File: src/rtl/booth_pkg.sv
// Shared types and constants for the radix-2 Booth multiplier.
package booth_pkg;

    typedef enum logic [2:0] {
        S_IDLE,
        S_LOAD_M,
        S_LOAD_Q,
        S_EVAL,
        S_SHIFT,
        S_DONE
    } state_e;

    // Decode of {Q[0], q_1}
    localparam logic [1:0] BOOTH_ADD = 2'b01;
    localparam logic [1:0] BOOTH_SUB = 2'b10;

    function automatic int cnt_w(input int n);
        return $clog2(n + 1);
    endfunction

endpackage

File: src/rtl/booth_ctrl.sv
// Booth multiplier controller FSM. With BOOTH_FAST_EN defined, EVAL also
// shifts and decrements, so each iteration takes one cycle instead of two.
module booth_ctrl
    import booth_pkg::*;
(
    input  logic clk,
    input  logic rst,
    input  logic start_i,
    input  logic eqz_i,
    input  logic q0_i,
    input  logic q_1_i,
    output logic ld_m_o,
    output logic ld_q_o,
    output logic clr_a_o,
    output logic clr_f_o,
    output logic ld_cnt_o,
    output logic add_o,
    output logic sub_o,
    output logic shift_o,
    output logic dec_o,
    output logic done_o
);

    state_e     state_q, state_d;
    logic       ld_m_q, ld_q_q, shift_q, done_q;
    logic [1:0] op;

    always_comb begin
        state_d = state_q;
        case (state_q)
            S_IDLE:   if (start_i) state_d = S_LOAD_M;
            S_LOAD_M: state_d = S_LOAD_Q;
            S_LOAD_Q: state_d = S_EVAL;
`ifdef BOOTH_FAST_EN
            S_EVAL:   if (eqz_i) state_d = S_DONE;
`else
            S_EVAL:   state_d = S_SHIFT;
            S_SHIFT:  state_d = eqz_i ? S_DONE : S_EVAL;
`endif
            S_DONE:   if (!start_i) state_d = S_IDLE;
            default:  state_d = S_IDLE;
        endcase
    end

    // Strobes are registered as a decode of the next state, so they
    // line up with the state they belong to.
    always_ff @(posedge clk) begin
        if (rst) begin
            state_q <= S_IDLE;
            ld_m_q  <= 1'b0;
            ld_q_q  <= 1'b0;
            shift_q <= 1'b0;
            done_q  <= 1'b0;
        end else begin
            state_q <= state_d;
            ld_m_q  <= (state_d == S_LOAD_M);
            ld_q_q  <= (state_d == S_LOAD_Q);
`ifdef BOOTH_FAST_EN
            shift_q <= (state_d == S_EVAL);
`else
            shift_q <= (state_d == S_SHIFT);
`endif
            done_q  <= (state_d == S_DONE);
        end
    end

    // add/sub depend on Q[0], which the previous shift just updated.
    assign op       = {q0_i, q_1_i};
    assign add_o    = (state_q == S_EVAL) && (op == BOOTH_ADD);
    assign sub_o    = (state_q == S_EVAL) && (op == BOOTH_SUB);

    assign ld_m_o   = ld_m_q;
    assign clr_a_o  = ld_m_q;
    assign clr_f_o  = ld_m_q;
    assign ld_cnt_o = ld_m_q;
    assign ld_q_o   = ld_q_q;
    assign shift_o  = shift_q;
    assign dec_o    = shift_q;
    assign done_o   = done_q;

endmodule

File: src/rtl/booth_multiplier.sv
// Sequential signed radix-2 Booth multiplier: registers and add/sub ALU,
// controlled by booth_ctrl. Optional BOOTH_FAST_EN gives one-cycle iterations.
module booth_multiplier
    import booth_pkg::*;
#(
    parameter int N = 9
) (
    input  logic           clk,
    input  logic           rst,
    input  logic           start,
    input  logic [N-1:0]   data_in,
    output logic           done,
    output logic [2*N-1:0] product
);

    localparam int CW = cnt_w(N);

    logic [N-1:0]  m_q, m_d, q_q, q_d;
    logic [N:0]    a_q, a_d;
    logic          f_q, f_d;
    logic [CW-1:0] cnt_q, cnt_d;

    logic          ld_m, ld_q, clr_a, clr_f, ld_cnt, add, sub, shift, dec, eqz;
    logic [N:0]    m_ext, alu, a_src;

    booth_ctrl u_ctrl (
        .clk      (clk),
        .rst      (rst),
        .start_i  (start),
        .eqz_i    (eqz),
        .q0_i     (q_q[0]),
        .q_1_i    (f_q),
        .ld_m_o   (ld_m),
        .ld_q_o   (ld_q),
        .clr_a_o  (clr_a),
        .clr_f_o  (clr_f),
        .ld_cnt_o (ld_cnt),
        .add_o    (add),
        .sub_o    (sub),
        .shift_o  (shift),
        .dec_o    (dec),
        .done_o   (done)
    );

    // A is one bit wider than M so A - (-2^(N-1)) cannot overflow.
    assign m_ext = {m_q[N-1], m_q};
    assign alu   = sub ? (a_q - m_ext) : (a_q + m_ext);
    assign a_src = (add || sub) ? alu : a_q;
    assign eqz   = (cnt_q == CW'(1));

    always_comb begin
        m_d   = m_q;
        a_d   = a_q;
        q_d   = q_q;
        f_d   = f_q;
        cnt_d = cnt_q;
        if (ld_m)   m_d   = data_in;
        if (clr_a)  a_d   = '0;
        if (clr_f)  f_d   = 1'b0;
        if (ld_cnt) cnt_d = CW'(N);
        if (ld_q)   q_d   = data_in;
        // In the merged-iteration build the shift consumes the ALU result directly.
        if (shift) begin
            a_d = {a_src[N], a_src[N:1]};
            q_d = {a_src[0], q_q[N-1:1]};
            f_d = q_q[0];
        end else if (add || sub) begin
            a_d = alu;
        end
        if (dec)    cnt_d = cnt_q - CW'(1);
    end

    always_ff @(posedge clk) begin
        if (rst) begin
            m_q   <= '0;
            a_q   <= '0;
            q_q   <= '0;
            f_q   <= 1'b0;
            cnt_q <= '0;
        end else begin
            m_q   <= m_d;
            a_q   <= a_d;
            q_q   <= q_d;
            f_q   <= f_d;
            cnt_q <= cnt_d;
        end
    end

    assign product = {a_q[N-1:0], q_q};

endmodule

File: config.mk
export PLATFORM = sky130hd
export DESIGN_NAME = booth_multiplier
export DESIGN_NICKNAME = d
export VERILOG_FILES = /design/src/rtl/booth_pkg.sv /design/src/rtl/booth_ctrl.sv /design/src/rtl/booth_multiplier.sv
export SDC_FILE = /design/constraint.sdc
export NUM_CORES = 1
export LEC_CHECK = 0
export ABC_CLOCK_PERIOD_IN_PS = 3600
export BUFFER_PORTS_ARGS = -buffer_cell sky130_fd_sc_hd__buf_2
export CAP_MARGIN = 20
export CORE_ASPECT_RATIO = 0.6
export CORE_MARGIN = 1
export CORE_UTILIZATION = 30
export CTS_CLUSTER_SIZE = 25
export DETAILED_ROUTE_END_ITERATION = 8
export RECOVER_POWER = 100
export SETUP_SLACK_MARGIN = 0.05
export SLEW_MARGIN = 20
export SYNTH_ARGS = -nofsm -noshare
export SYNTH_HDL_FRONTEND = slang
export SYNTH_SLANG_ARGS = --single-unit
File: constraint.sdc
create_clock -name clk -period 3.6 [get_ports clk]
set_input_delay 0.72 -clock clk [delete_from_list [all_inputs] [get_ports clk]]
set_output_delay 0.72 -clock clk [all_outputs]
set_load 0.01 [all_outputs]
Word-level counts from Yosys, hierarchy flattened
Index checks and enable logic that the tools add are counted.
{"block": "op_classes", "n_reduce_logical": 7, "add_sub_neg": 3, "n_mux": 15, "n_eq_ne": 12}
{"cell": "$mux 10", "n": 5}
{"cell": "$mux 9", "n": 2}
{"cell": "$pmux 3 s6", "n": 1}
{"cell": "$eq 3x3->1 const B", "n": 4}
{"cell": "$add 10x10->10", "n": 1}
{"cell": "$sub 10x10->10", "n": 1}
{"cell": "$eq 3x2->1 const B", "n": 3}
{"cell": "$mux 3", "n": 3}
{"cell": "$mux 4", "n": 2}
{"cell": "$eq 3x1->1 const B", "n": 2}
{"cell": "$eq 4x1->1 const B", "n": 1}
{"cell": "$reduce_bool 2->1", "n": 2}
{"cell": "$sub 4x1->4 const B", "n": 1}
{"cell": "$logic_not 3->1", "n": 1}
{"cell": "$reduce_bool 3->1", "n": 1}
{"cell": "$eq 2x1->1 const B", "n": 1}
{"cell": "$eq 2x2->1 const B", "n": 1}
{"cell": "$logic_and 1x1->1", "n": 2}
{"cell": "$mux 1", "n": 2}
{"cell": "$logic_or 1x1->1", "n": 1}
{"block": "word_totals", "wordCells": 47, "out_inout_bits": 19, "reg_bits": 40, "input_bits": 12}

Logic depth before layout (Yosys ltp)
Gate-level depths: netlist (run 1).
{"block": "logic_depth", "depth_word": 5, "ltp_mapped": 12, "ltp_nobuf": 12}

Cells and area by module
From an unflattened synthesis (run 1), not the netlist that was laid out.
{"block": "unflattened", "hier_cells": 305, "area_unflattened_um2": 2511.2}
{"module": "booth_multiplier", "n_inst": 1, "cells_each": 274, "area_per_inst_um2": 2185.8, "seq_area_each_um2": 660.6}
{"module": "booth_ctrl", "n_inst": 1, "cells_each": 31, "area_per_inst_um2": 325.3, "seq_area_each_um2": 140.1}

Worst setup path before layout (run 1)
Ideal clock, no wire load.
{"block": "synth_timing", "path_kind": "register -> register", "from": "reg u_ctrl.state_q[2]", "to": "reg a_q[7]", "t_required_ps": 3505, "slack_ps": 962, "setup_time_ps": 95, "n_path_buf": 1, "path_stages_with_launch": 13, "period_less_slack_ps": 2638, "arrival_ps": 2542, "path_cell_list": "dfxtp_1 buf_2 and3b_1 nand2_1 nor2_1 a21oi_1 fa_1 a211oi_1 o21ai_1 o31ai_1 xnor2_1 mux2i_1 a221oi_1"}
{"block": "synth_via", "elab_chain_len": 5, "word_cells_on_any_way": 9, "classes_between": "eq/ne (1); mux (4); reduce/logical (4)"}
{"item": "start, declared", "line": "booth_ctrl.sv:24", "text": "state_e state_q, state_d;"}
{"item": "start signal, assigned", "line": "booth_ctrl.sv:55", "text": "state_q <= state_d;"}
{"item": "$eq 3x2->1 (*)", "line": "booth_ctrl.sv:69, booth_ctrl.sv:70"}
{"item": "$logic_and 1x1->1 (on tied branches)", "line": "booth_ctrl.sv:70, booth_ctrl.sv:69"}
{"item": "$mux 10 / $logic_or 1x1->1 (equally long branches)", "line": "booth_multiplier.sv:47, booth_multiplier.sv:48, booth_multiplier.sv:67"}
{"item": "$mux 10 (on tied branches)", "line": "booth_multiplier.sv:67, booth_multiplier.sv:48"}
{"item": "$mux 10", "line": "booth_multiplier.sv:63", "text": "if (shift) begin"}
{"item": "end signal, assigned", "line": "booth_multiplier.sv:76", "text": "a_q <= '0;"}
{"item": "end signal, assigned", "line": "booth_multiplier.sv:82", "text": "a_q <= a_d;"}
{"item": "end, declared", "line": "booth_multiplier.sv:19", "text": "logic [N:0] a_q, a_d;"}
Mark *: on every way between the ends. The rest lies on a longest branch, timed or not.
A chain may end at the register's enable or synchronous reset.

Worst setup path in the final report (run 1)
{"block": "layout_timing", "from": "reg u_ctrl.state_q[0]", "to": "reg a_q[7]"}
The elaborated chain is that of the path after synthesis.

==> summary.md, run 1 <==
The library cell used as clock root buffer is clkbuf_16. The via count of the first global-routing pass is 1823, and the count of mapped cells out of synthesis is 297. The post-synthesis sequential area ratio was 0.3275. After global routing the overflow that remains totals 0. Routability-driven placement finished with a final weighted congestion of 0.8411. Entering global routing, the biggest net connects 39 pins. The worst-case headroom to the max-slew limit is -0.1768, and the final critical-path required period is 3.061 ns. The initialized floorplan defines 25 standard-cell rows. The tools report the source of the critical timing path as u_ctrl.state_q[0]$_SDFF_PP0_. The setup check on the worst reg-to-reg path leaves a slack of 0.54 ns. The worst hold path belongs to the class reg -> reg. Synthesis produced a netlist with a net count of 322. Launching element type of the critical path: a flop. The die is 118.5 µm wide. The power density over cell area was 531.4 nW/µm². The number of synthesized register bits was 40; the required arrival time at the worst endpoint was 3.78 ns. The final reports fail on capacitance limit, slew limit. The number of synthesized flops with an enable pin is 0, and the top-level port count is 31. For the number of violations of the max-capacitance limit, the log shows 1. Counting cells, the worst reg-to-reg path comes to 11. Signed area change from the synthesized netlist to the final layout: 13.97%. The kind of end point of the critical path is a flop.

At the end of the flow, the number of nets in the layout was 333. Setup repair after global routing left no endpoint under its margin. In this run the cell area of the synthesized design comes to 2445 µm². Final routed wire length divided by cell count: 13.41 µm. Wires add up to 5593 µm. The library cell occupying the most area in the post-synthesis netlist was dfxtp_1.

The layout has 830 filler cells. The remaining antenna violation count is 0. The run gives 0.3102 as the effective utilization at floorplan. Aggregate negative setup slack: 0 ns. Counting distinct cell types in the post-synthesis netlist gives 49. Peak supply drop: 0.2095 mV.

The first global-routing pass estimated 9032 µm of wire. The clock tree synthesis step divided the H-tree into 2 levels. The run gives 0 as the final count of hold timing violations. The share of the clock period used by the worst path after layout works out to 0.8502.

Data on the critical path arrives at its endpoint at 3.24 ns. For this run, the leading register cell type out of synthesis is dfxtp_1. For the insertion delay of the later-clocked pin in the worst-skew pair, the log shows 0.29 ns. Along the worst path, the maximum fanout reaches 10. The cell depth of the worst hold path works out to 1. Startpoint of the lowest-slack hold path: cnt_q[3]$_SDFFE_PP0P_. The end-of-flow core utilization came out at 0.3535. The global routing stage identified its most utilized layer as met1. Number of hold buffers added after CTS: 0. The number of vias per cell after detailed routing was 4.909; the average footprint of a synthesized cell was 8.232 µm².

The wire-length estimate of the detail-placed layout is 4132 µm. Once the clock tree was built, the setup fixing pass inserted 0 buffers. The most frequent standard cell in the layout excluding fill and tap cells is nor2_1. The logs give 0 for the total of cells resized after clock tree synthesis and 0 for the number of remaining DRC errors.

For the area of the placeable core, the log shows 7883 µm². The flow ran to the end, but the final reports show violations. The global routing met3 resource utilization is 0.04009. The worst path setup slack after routing is 0.5394 ns. For the initial antenna violation count, the log shows 0. TritonCTS built the clock tree. The number of detailed-routing iterations run before antenna repair was 4.

In the post-synthesis netlist, the biggest area contributors are dfxtp_1 (33%), mux2i_1 (7.8%), nor2_1 (7.2%). The run gives 0.1774 as the global-route track usage on met2. The via total after detailed routing is 2047, and the maximum clock frequency is 326.7 MHz. The type of the worst setup path was reg -> reg. Clock skew on the completed layout was measured at 0.005857 ns. The overall fraction of global-route tracks in use is 0.1362. For this design the static power due to leakage is 1.029 nW.

Clock-pin slew was measured on the worst setup and hold paths at 0.06 ns. Counting the buffers created by CTS gives 5. The async set or reset register ratio after synthesis came out at 0. The worst register-to-register path begins at u_ctrl.state_q[0]$_SDFF_PP0_. The Yosys step of the flow raised 0 warnings. The setup-violating endpoint count in the final report was 0; the quantity of I/O buffers inserted on ports was 30. The top cell types in the final layout, fill and taps aside, are nor2_1 (47), dfxtp_1 (40), a21oi_1 (24). For this block, the initial DRC count from the detailed router was 115. The share of the synthesized area in the top cell type came out at 0.3275. The number of max-slew violations in the final report was 39. OpenSTA, run right after detailed placement, puts the worst setup slack at 0.6399 ns. The run gives 8526 µm² as the die footprint. For this design, the sink count on the clock tree is 40. The number of buffers on the longest clock path was 2; the die outline height was 71.93 µm.

The share of cells above drive strength 1 is 0.08091, and the transition at the pin with the smallest max-transition slack is 1.765 ns. The global-route track usage on met1 is 0.2082, and the count of inserted antenna diode cells is 0.
synthesized netlist by cell type, types with 2 or more instances:
library cell and number:
dfxtp_1 40, inv_1 9, a21oi_1 24, o21a_1 2, nor3_1 5, xnor2_1 9, nand2_1 18, a211oi_1 6
ha_1 12, buf_4 10, o21ai_1 3, clkbuf_1 11, buf_2 5, o21ai_0 6, o211ai_1 2, a311oi_1 6
nor3b_1 3, mux2i_1 19, a21o_1 3, nor2b_1 5, nand2b_1 3, buf_1 2, and3_1 2, a31oi_1 3
nand3_1 3, o31ai_1 3, nor2_1 47, a21boi_0 2, a221oi_1 4, nand3b_1 5, xor2_1 6, and2_1 2
layer usage:
| metal | wire length, µm | share of wire | vias to the layer above |
|---|---|---|---|
| met5 | 0 | 0 | - |
| met4 | 63 | 0.011 | 0 |
| met3 | 321 | 0.057 | 7 |
| met2 | 2055 | 0.37 | 55 |
| met1 | 3153 | 0.56 | 918 |
| li1 | - | - | 1067 |
cells by family (layout without fill, tap and decap cells):
group	Yosys count	count (layout)	synth area share
adder cells (fa/ha/maj)	13	13	0.06960
buffers and inverters	37	49	0.07472
XOR/XNOR	15	15	0.05374
AO/OA/AOI/OAI	73	73	0.1981
multiplexers	20	20	0.08239
AND/OR/NAND/NOR	99	99	0.1940
flip-flops	40	40	0.3275
worst paths after layout:
check                               end
setup / recovery    a_q[7]$_SDFFE_PP0P_
setup reg to reg    a_q[7]$_SDFFE_PP0P_
hold / removal    cnt_q[3]$_SDFFE_PP0P_
hold reg to reg   cnt_q[3]$_SDFFE_PP0P_
worst max-delay path, cell delays in order (launching register included):
cell      delay (ns)
dfxtp_1         0.49
and3b_1         0.30
nand2_1         0.20
nor2_1          0.15
a21oi_1         0.08
fa_1            0.47
a211oi_1        0.24
o21ai_0         0.20
o31ai_1         0.28
xnor2_1         0.17
mux2i_1         0.10
a221oi_1        0.27
through the flow:
step	power, mW	hold slack (ns)	std cells	instance area (µm²)
floorplan	0.7728	0.4486	297	2445
global placement	0.8341	0.4694	409	2596
detailed placement	0.8387	0.4749	409	2596
CTS	1.497	0.4832	417	2811
global route	1.551	0.5245	417	2786
finish	1.481	0.4790	417	2786
sequential cells by signal, summed over array words and instances (netlist names), 3 cells and up:
name            count
a_q                10
cnt_q               4
m_q                 9
q_q                 9
u_ctrl.state_q      3
cell type report:
| type | instances | area, µm² | area share |
|---|---|---|---|
| well taps | 108 | 135.1 | 0.04850 |
| inverters | 9 | 33.78 | 0.01212 |
| clock buffers | 5 | 125.1 | 0.04490 |
| repair buffers | 32 | 140.1 | 0.05029 |
| clock inverters | 3 | 90.09 | 0.03233 |
| multi-input cells | 220 | 1461 | 0.5245 |
| flip-flops and latches | 40 | 800.8 | 0.2874 |
power by group:
part	leakage (nW)	internal (mW)	switching (mW)
clock network	0.104	0.467	0.184
registers	0.325	0.467	0.0412
logic	0.600	0.150	0.171
total	1.03	1.08	0.397
Power figures use the tool's default switching activity.
==> inputs of run 2 (changes only) <==
- ABC_AREA: not set -> 1
==> run 2 against run 1 <==
  * The run now ends clean
  * Count of clock-buffer cells in the layout is the same
  * Setup slack improved by 0.27 ns
  * Non-clock buffer count unchanged
  * Fmax is 9.8% higher
  * Cell count is 19% higher
  * Routed wire length increased by 10%
  * Clock skew decreased by 0.0028 ns
  * Register-to-register slack improved by 0.27 ns
  * Hold slack gained 0.0088 ns
  * First-iteration DRC count rose by 12%
  * Power decreased by 13%
  * Combinational power grew 9.0%
  * Critical path type unchanged
==> summary.md, run 2 <==
The run finished with clean final reports. The tools report the initial antenna violation count as 0 (unchanged). The run gives 39 (-20%) as the number of distinct library cells after synthesis. Overall fraction of global-route tracks in use: 0.1508 (+0.01459).

Number of buffers inserted to repair setup after CTS: 0 (unchanged). The final hold slack is 0.4878 ns (+0.008756 ns). In the final layout, the registers with the most flip-flops are a_q: 10 flops, m_q: 9 flops, q_q: 9 flops.

The most numerous cell in the Yosys netlist was nand2_1. The final setup skew came out at 0.003074 ns (-0.002783 ns). The kind of end point of the critical path is a flop. The transition at the pin with the smallest max-transition slack is 1.038 ns (-0.7276 ns). Average footprint of a synthesized cell: 6.723 µm² (-18%). The number of remaining DRC errors is 0 (unchanged), and the async set or reset register ratio after synthesis is 0 (unchanged). The biggest fanout along the worst timing path was 9 (-1).

The total of cells resized after clock tree synthesis came out at 0 (unchanged). The final critical-path required period works out to 2.788 ns (-0.2725 ns). The run gives 25 (unchanged) as the number of core rows. The global-route wire length before repair came out at 10260 µm (+14%). The worst hold path class is reg -> reg.

The required arrival time at the worst endpoint was 3.84 ns (+0.06 ns); the total leakage power was 1.346 nW (+31%). The count of mapped cells out of synthesis came out at 370 (+25%). TritonCTS built the clock tree. Setup-violating endpoint count in the final report: 0 (unchanged).

The tools report the top-level port count as 31 (unchanged). Number of synthesized flops with an enable pin: 0 (unchanged). The tools report the summed instance area of the synthesized netlist as 2487 µm² (+1.7%). The flip-flop count of the largest register after layout is 10 (unchanged), and the post-CTS clock slew at the launch and capture registers of the worst setup and hold paths is 0.06 ns (about the same). Power density over cell area: 464.8 nW/µm² (-13%). The die outline height is 72.53 µm (+0.84%), and the final routed wire length divided by cell count is 12.41 µm (-7.5%). The logs give 0.3083 (+0.4851) for the worst-case headroom to the max-slew limit and 395 (+23%) for the net count after synthesis. The run gives 0 (unchanged) as the number of warning messages in the yosys log. The most instantiated flip-flop cell in the synthesis netlist was dfxtp_1. The tools report the maximum clock frequency as 358.7 MHz (+9.8%). The via total after detailed routing is 2328 (+14%), and the length in cells of the worst reg-to-reg path is 17 (+6). The insertion delay of the later-clocked pin in the worst-skew pair came out at 0.29 ns (about the same).

The logs give 2061 (+13%) for the via count of the first global-routing pass and 884 (+6.5%) for the filler cell count. The share of the clock period used by the worst path after layout is 0.7745 (-0.07570), and the cell depth of the worst hold path is 2 (+1). The summed area of non-filler cells in the final layout was 2771 µm² (-0.54%).

The setup path with the least slack is of type reg -> reg. Count of inserted antenna diode cells: 0 (unchanged). Number of buffers on the longest clock path: 2 (unchanged). The most frequent standard cell in the layout excluding fill and tap cells is nand2_1. Setup repair after global routing left no endpoint under its margin. The aggregate negative setup slack is 0 ns (unchanged). The number of hold buffers added after CTS came out at 0 (unchanged). Horizontal die dimension: 119.6 µm (+0.85%). The number of vias per cell after detailed routing was 4.684 (-4.6%); the number of placed instances, taps included was 490 (+20%). The logs give 414 (+24%) for the net total in the final layout and 2666 µm² (+2.7%) for the placed cell area. The overall power of the completed layout came out at 1.288 mW (-13%). The total congestion overflow after global routing was 0 (unchanged); the critical path data arrival time was 3.03 ns (-0.21 ns). The largest net degree at the start of global routing is 21 (-46%), and the effective utilization at floorplan is 0.3131 (+0.002912). The run gives 4585 µm (+11%) as the placed wire-length estimate after detailed placement.

Ranked by flip-flop count, first place goes to a_q. The number of detailed-routing iterations run before antenna repair was 4 (unchanged); the final count of hold timing violations was 0 (unchanged). The run gives 8671 µm² (+1.7%) as the die footprint. The logs give 0.8785 (+4.4%) for the final weighted congestion of routability-driven global placement and 0.3219 (-0.005602) for the post-synthesis sequential area ratio. The run gives 40 (unchanged) as the clock net sink count. The number of violations of the max-capacitance limit was 0 (-1); the share of the synthesized area in the top cell type was 0.3219 (-0.005602).

The aggregate routed wire length is 6168 µm (+10%). The non-filler instance count after layout was 497 (+19%); the signed area change from the synthesized netlist to the final layout was 11.42%. The tools report the peak supply drop as 0.1566 mV (-25%).

Sorting the synthesized cells by how often they occur yields nand2_1 (94), inv_1 (52), dfxtp_1 (40). The tools report the number of max-slew violations in the final report as 0 (-100%). The quantity of I/O buffers inserted on ports works out to 30 (unchanged). The library cell used as clock root buffer was clkbuf_16. The launching element type of the critical path was a flop. Sorting the synthesized cells by area gives the leading types as dfxtp_1 (32%), nand2_1 (14%), inv_1 (7.8%). Summed over all instances, the cell type with the most area after synthesis is dfxtp_1. The DRC marker count from the first detailed-route iteration was 129 (+12%); the share of cells above drive strength 1 was 0.06427 (-0.01664). For the maximum level of the CTS H-tree, the log shows 2 (unchanged). Area of the placeable core: 7945 µm² (+0.79%). In the layout the commonest cells are nand2_1 (94), inv_1 (52), dfxtp_1 (40).

Remaining antenna violation count: 0 (unchanged). The TritonCTS buffer count is 5 (unchanged), and the number of synthesized register bits is 40 (unchanged).
-- run 2: critical path: stages, from the launching register on --
cell and delay (ns):
dfxtp_1 0.42, nand2_2 0.11, nor2_4 0.16, nand2_1 0.24
nor2_1 0.18, a21oi_1 0.10, fa_1 0.46, nand3_1 0.10
nand2_1 0.13, a21oi_1 0.24, nor2_1 0.06, nor2_1 0.08
nand2_1 0.08, nand2_1 0.06, nand2_1 0.06, o211ai_1 0.13
nand2_1 0.07, inv_1 0.06
-- run 2: final timing paths --
check	from	endpoint	slack, ns
worst max register to register	u_ctrl.state_q[1]$_SDFF_PP0_	a_q[5]$_SDFFE_PP0P_	0.81
worst min register to register	a_q[0]$_SDFFE_PP0P_	a_q[0]$_SDFFE_PP0P_	0.49
worst max-delay path	u_ctrl.state_q[1]$_SDFF_PP0_	a_q[5]$_SDFFE_PP0P_	0.81
worst min-delay path	a_q[0]$_SDFFE_PP0P_	a_q[0]$_SDFFE_PP0P_	0.49
-- run 2: cell type report --
cell class | instances | area, µm² | share of cell area
Sequential cell | 40 | 800.8 | 0.2889
Timing Repair Buffer | 32 | 132.6 | 0.04786
Multi-Input combinational cell | 255 | 1359 | 0.4903
Tap cell | 108 | 135.1 | 0.04876
Clock inverter | 2 | 12.51 | 0.004515
Inverter | 55 | 206.4 | 0.07449
Clock buffer | 5 | 125.1 | 0.04515
-- run 2: layer usage --
metal	track usage	part of all wire	wire (µm)
met4	0.04444	0.010	63
met5	0	0	0
met3	0.03695	0.042	258
met1	0.2275	0.57	3522
met2	0.2068	0.38	2324
-- run 2: cell families after synthesis --
| kind of cell | after synthesis | share of synthesized area |
|---|---|---|
| simple gates | 149 | 0.2500 |
| compound gates | 83 | 0.1927 |
| buf+inv | 75 | 0.1318 |
| flops | 40 | 0.3219 |
| fa+ha+maj | 13 | 0.06841 |
| xor+xnor | 10 | 0.03521 |
-- run 2: through the flow --
step | worst slack [ns] | utilization
after CTS | 0.8541 | 0.3529
after global placement | 0.9407 | 0.3356
after global routing | 0.4355 | 0.3488
after detailed placement | 0.8703 | 0.3356
final | 0.8119 | 0.3488
after floorplan | 1.127 | -
-- run 2: report_power, final --
group / internal, mW / switching (mW) / total (mW)
Sequential: 0.470 / 0.0323 / 0.502
Combinational: 0.126 / 0.224 / 0.350
Clock: 0.252 / 0.185 / 0.436
==> inputs of run 3 (changes only) <==
- ABC_AREA: 1 -> 0
- ABC_CLOCK_PERIOD_IN_PS: 3600 -> 2700
- clock period: 3.6 -> 2.7 ns (I/O delays scaled with it)
==> run 3 against run 2 <==
  * Utilization grew 3.4 points
  * Fmax increased by 6.1%
  * Final area grew 8.9%
  * First-iteration DRC count is 16% lower
  * Die area fell by 1.7%
  * Combinational power increased by 70%
  * Critical path type unchanged
  * Critical endpoint is now a_q[7]$_SDFFE_PP0P_
==> summary.md, run 3 (synthesis gave the netlist of run 1 again) <==
The via count of the first global-routing pass came out at 2045 (-0.78%). TritonCTS built the clock tree. The logs give 10040 µm (-2.2%) for the global-route wire length before repair and 0 (unchanged) for the initial antenna violation count. The aggregate routed wire length is 6265 µm (+1.6%), and the die outline height is 71.93 µm (-0.83%).

Number of max-slew violations in the final report: 0 (unchanged). The worst setup path is launched from a flop. The top cell types in the final layout, fill and taps aside, are nor2_1 (46), dfxtp_1 (39), buf_4 (25). The transition at the pin with the smallest max-transition slack came out at 1.083 ns (+0.04534 ns).

The share of cells above drive strength 1 was 0.2096 (+0.1453); the total leakage power was 1.156 nW (-14%). The run gives 442 (-11%) as the non-filler instance count after layout. The number of hold buffers added after CTS was 0 (unchanged); the number of vias per cell after detailed routing was 5.002 (+6.8%). The final routed wire length divided by cell count is 14.17 µm (+14%), and the number of core rows is 25 (unchanged). Delay of the slowest cell on the worst path: 0.57 ns (+0.11 ns).

TritonCTS buffer count: 5 (unchanged). Setup repair after global routing could not meet its margin everywhere. The worst-case headroom to the max-slew limit was 0.2780 (-0.03023); the horizontal die dimension was 118.5 µm (-0.84%). For this design, the slowest cell found on the critical path is or4_4.

The count of inserted antenna diode cells is 0 (unchanged), and the number of placed instances, taps included is 428 (-13%). Relative to the synthesized area, the layout overhead comes to 23.44%. The setup-violating endpoint count in the final report was 0 (unchanged). The quantity of I/O buffers inserted on ports was 30 (unchanged); the net total in the final layout was 358 (-14%).

The final setup skew is 0.004560 ns (+0.001486 ns). For the effective utilization at floorplan, the log shows 0.3102 (-0.002912). The remaining antenna violation count was 0 (unchanged); the biggest fanout along the worst timing path was 4 (-5). The largest net degree at the start of global routing was 39 (+86%). The number of remaining DRC errors is 0 (unchanged). The critical path buffer and inverter count works out to 0 (-1). The peak supply drop was 0.2904 mV (+85%).

Worst hold path class: reg -> reg. The share of the clock period used by the worst path after layout works out to 0.9728 (+0.1984). The kind of end point of the critical path was a flop. The logs give 7883 µm² (-0.79%) for the area of the placeable core and 0.1495 (-0.001276) for the overall fraction of global-route tracks in use. The final count of hold timing violations was 0 (unchanged); the number of violations of the max-capacitance limit was 0 (unchanged). The run gives 0 (unchanged) as the total congestion overflow after global routing. The flip-flop count of the largest register after layout works out to 10 (unchanged). The tools report the critical path data arrival time as 2.83 ns (-0.20 ns). The end-of-flow core utilization came out at 0.3829 (+0.03404). The final critical-path required period was 2.627 ns (-0.1614 ns).

For the top-level port count, the log shows 31 (unchanged). The dominant delay contributor by cell family on the critical path is simple AND/OR/NAND/NOR gates. The DRC marker count from the first detailed-route iteration came out at 108 (-16%).

Placed wire-length estimate after detailed placement: 4449 µm (-3.0%). The run finished with clean final reports. Most frequent standard cell in the layout excluding fill and tap cells: nor2_1.

The logs give 2 (unchanged) for the maximum level of the CTS H-tree and 0.8312 (-5.4%) for the final weighted congestion of routability-driven global placement. The largest registers in the layout are a_q: 10 flops, m_q: 9 flops, q_q: 9 flops. The logs give 2.90 ns (-0.94 ns) for the required arrival time at the worst endpoint and 8526 µm² (-1.7%) for the die footprint. The library cell used as clock root buffer is clkbuf_16.

Insertion delay of the later-clocked pin in the worst-skew pair: 0.29 ns (about the same). The power density over cell area came out at 617.9 nW/µm² (+33%). The run gives 380.7 MHz (+6.1%) as the maximum clock frequency.

The number of buffers on the longest clock path was 2 (unchanged). The aggregate negative setup slack was 0 ns (unchanged). Walking the worst path, the cells encountered are or4_4, o21ai_2, xor2_1, ha_1, and2_4, o2111ai_4, a31oi_2, nor3_1, nand3b_1, a221oi_2. The run gives 2211 (-5.0%) as the via total after detailed routing. For the number of detailed-routing iterations run before antenna repair, the log shows 4 (unchanged). Post-CTS clock slew at the launch and capture registers of the worst setup and hold paths: 0.06 ns (about the same). The clock net sink count came out at 40 (unchanged).

Counting flops per register, the top entry is a_q. The type of the worst setup path is reg -> reg.
run 3: cell count changes in the layout (fill, tap and decap cells not counted), sizes merged, moves of 5 or more:
cell,change
o21ai,-15
nand3,-11
mux2i,+19
xnor2,+8
nor2b,+5
inv,-45
a311oi,+6
buf,+27
a21oi,-13
nand2,-78
nor2,+20
run 3: worst register-to-register path: cells and delay by family, from the launching register on:
kind | cells | cell delay [ns]
AOI/OAI and AO/OA | 4 | 0.78
xor gates and xnor gates | 1 | 0.08
adders and majority gates | 1 | 0.36
DFF | 1 | 0.31
and+or+nand+nor | 4 | 1.01
run 3: repair_timing:
item	CTS	global route
setup endpoints to repair	5	8
buffers inserted	3	3
pin swaps	8	12
resized for setup	13	13
run 3: final cells by class:
cell class / count / area (µm²)
well taps: 108 / 135.1
clock buffers: 6 / 138.9
flip-flops and latches: 40 / 802.0
multi-input cells: 220 / 1575
clock inverters: 2 / 10.01
repair buffers: 57 / 322.8
inverters: 9 / 33.78
fillers: 842 / 4865
run 3: stage by stage:
stage                     hold slack [ns]  power, mW  instance area [µm²]  worst slack (ns)
final                              0.4946      1.865                 3018           0.07331
after global routing               0.5106      1.964                 3018          -0.06520
after global placement             0.4686      1.160                 2739          -0.04252
after floorplan                    0.4486      1.030                 2445           0.06232
after CTS                          0.4913      1.825                 2960           0.04621
after detailed placement           0.4830      1.170                 2739           -0.1499
run 3: routing by layer:
metal / vias to the layer above / global-route usage / routed length [µm]
met5: - / 0 / 0
met4: 0 / 0.02954 / 30
met3: 4 / 0.05110 / 304
met2: 44 / 0.2131 / 2509
met1: 1040 / 0.2170 / 3421
li1: 1123 / - / -
run 3: power by group:
group	switching, mW	leakage [nW]	total [mW]	internal [mW]
Combinational	0.301	0.755	0.596	0.295
Clock	0.249	0.0766	0.614	0.364
Sequential	0.0325	0.325	0.655	0.622
run 3: path summary, 6_finish.rpt:
check / from / to / slack, ns / cells past startpoint
worst max-delay path: m_q[2]$_SDFFE_PP0P_ / a_q[7]$_SDFFE_PP0P_ / 0.07 / 10
worst min-delay path: cnt_q[3]$_SDFFE_PP0P_ / cnt_q[3]$_SDFFE_PP0P_ / 0.49 / 1
worst max register to register: m_q[2]$_SDFFE_PP0P_ / a_q[7]$_SDFFE_PP0P_ / 0.07 / 10
worst min register to register: cnt_q[3]$_SDFFE_PP0P_ / cnt_q[3]$_SDFFE_PP0P_ / 0.49 / 1
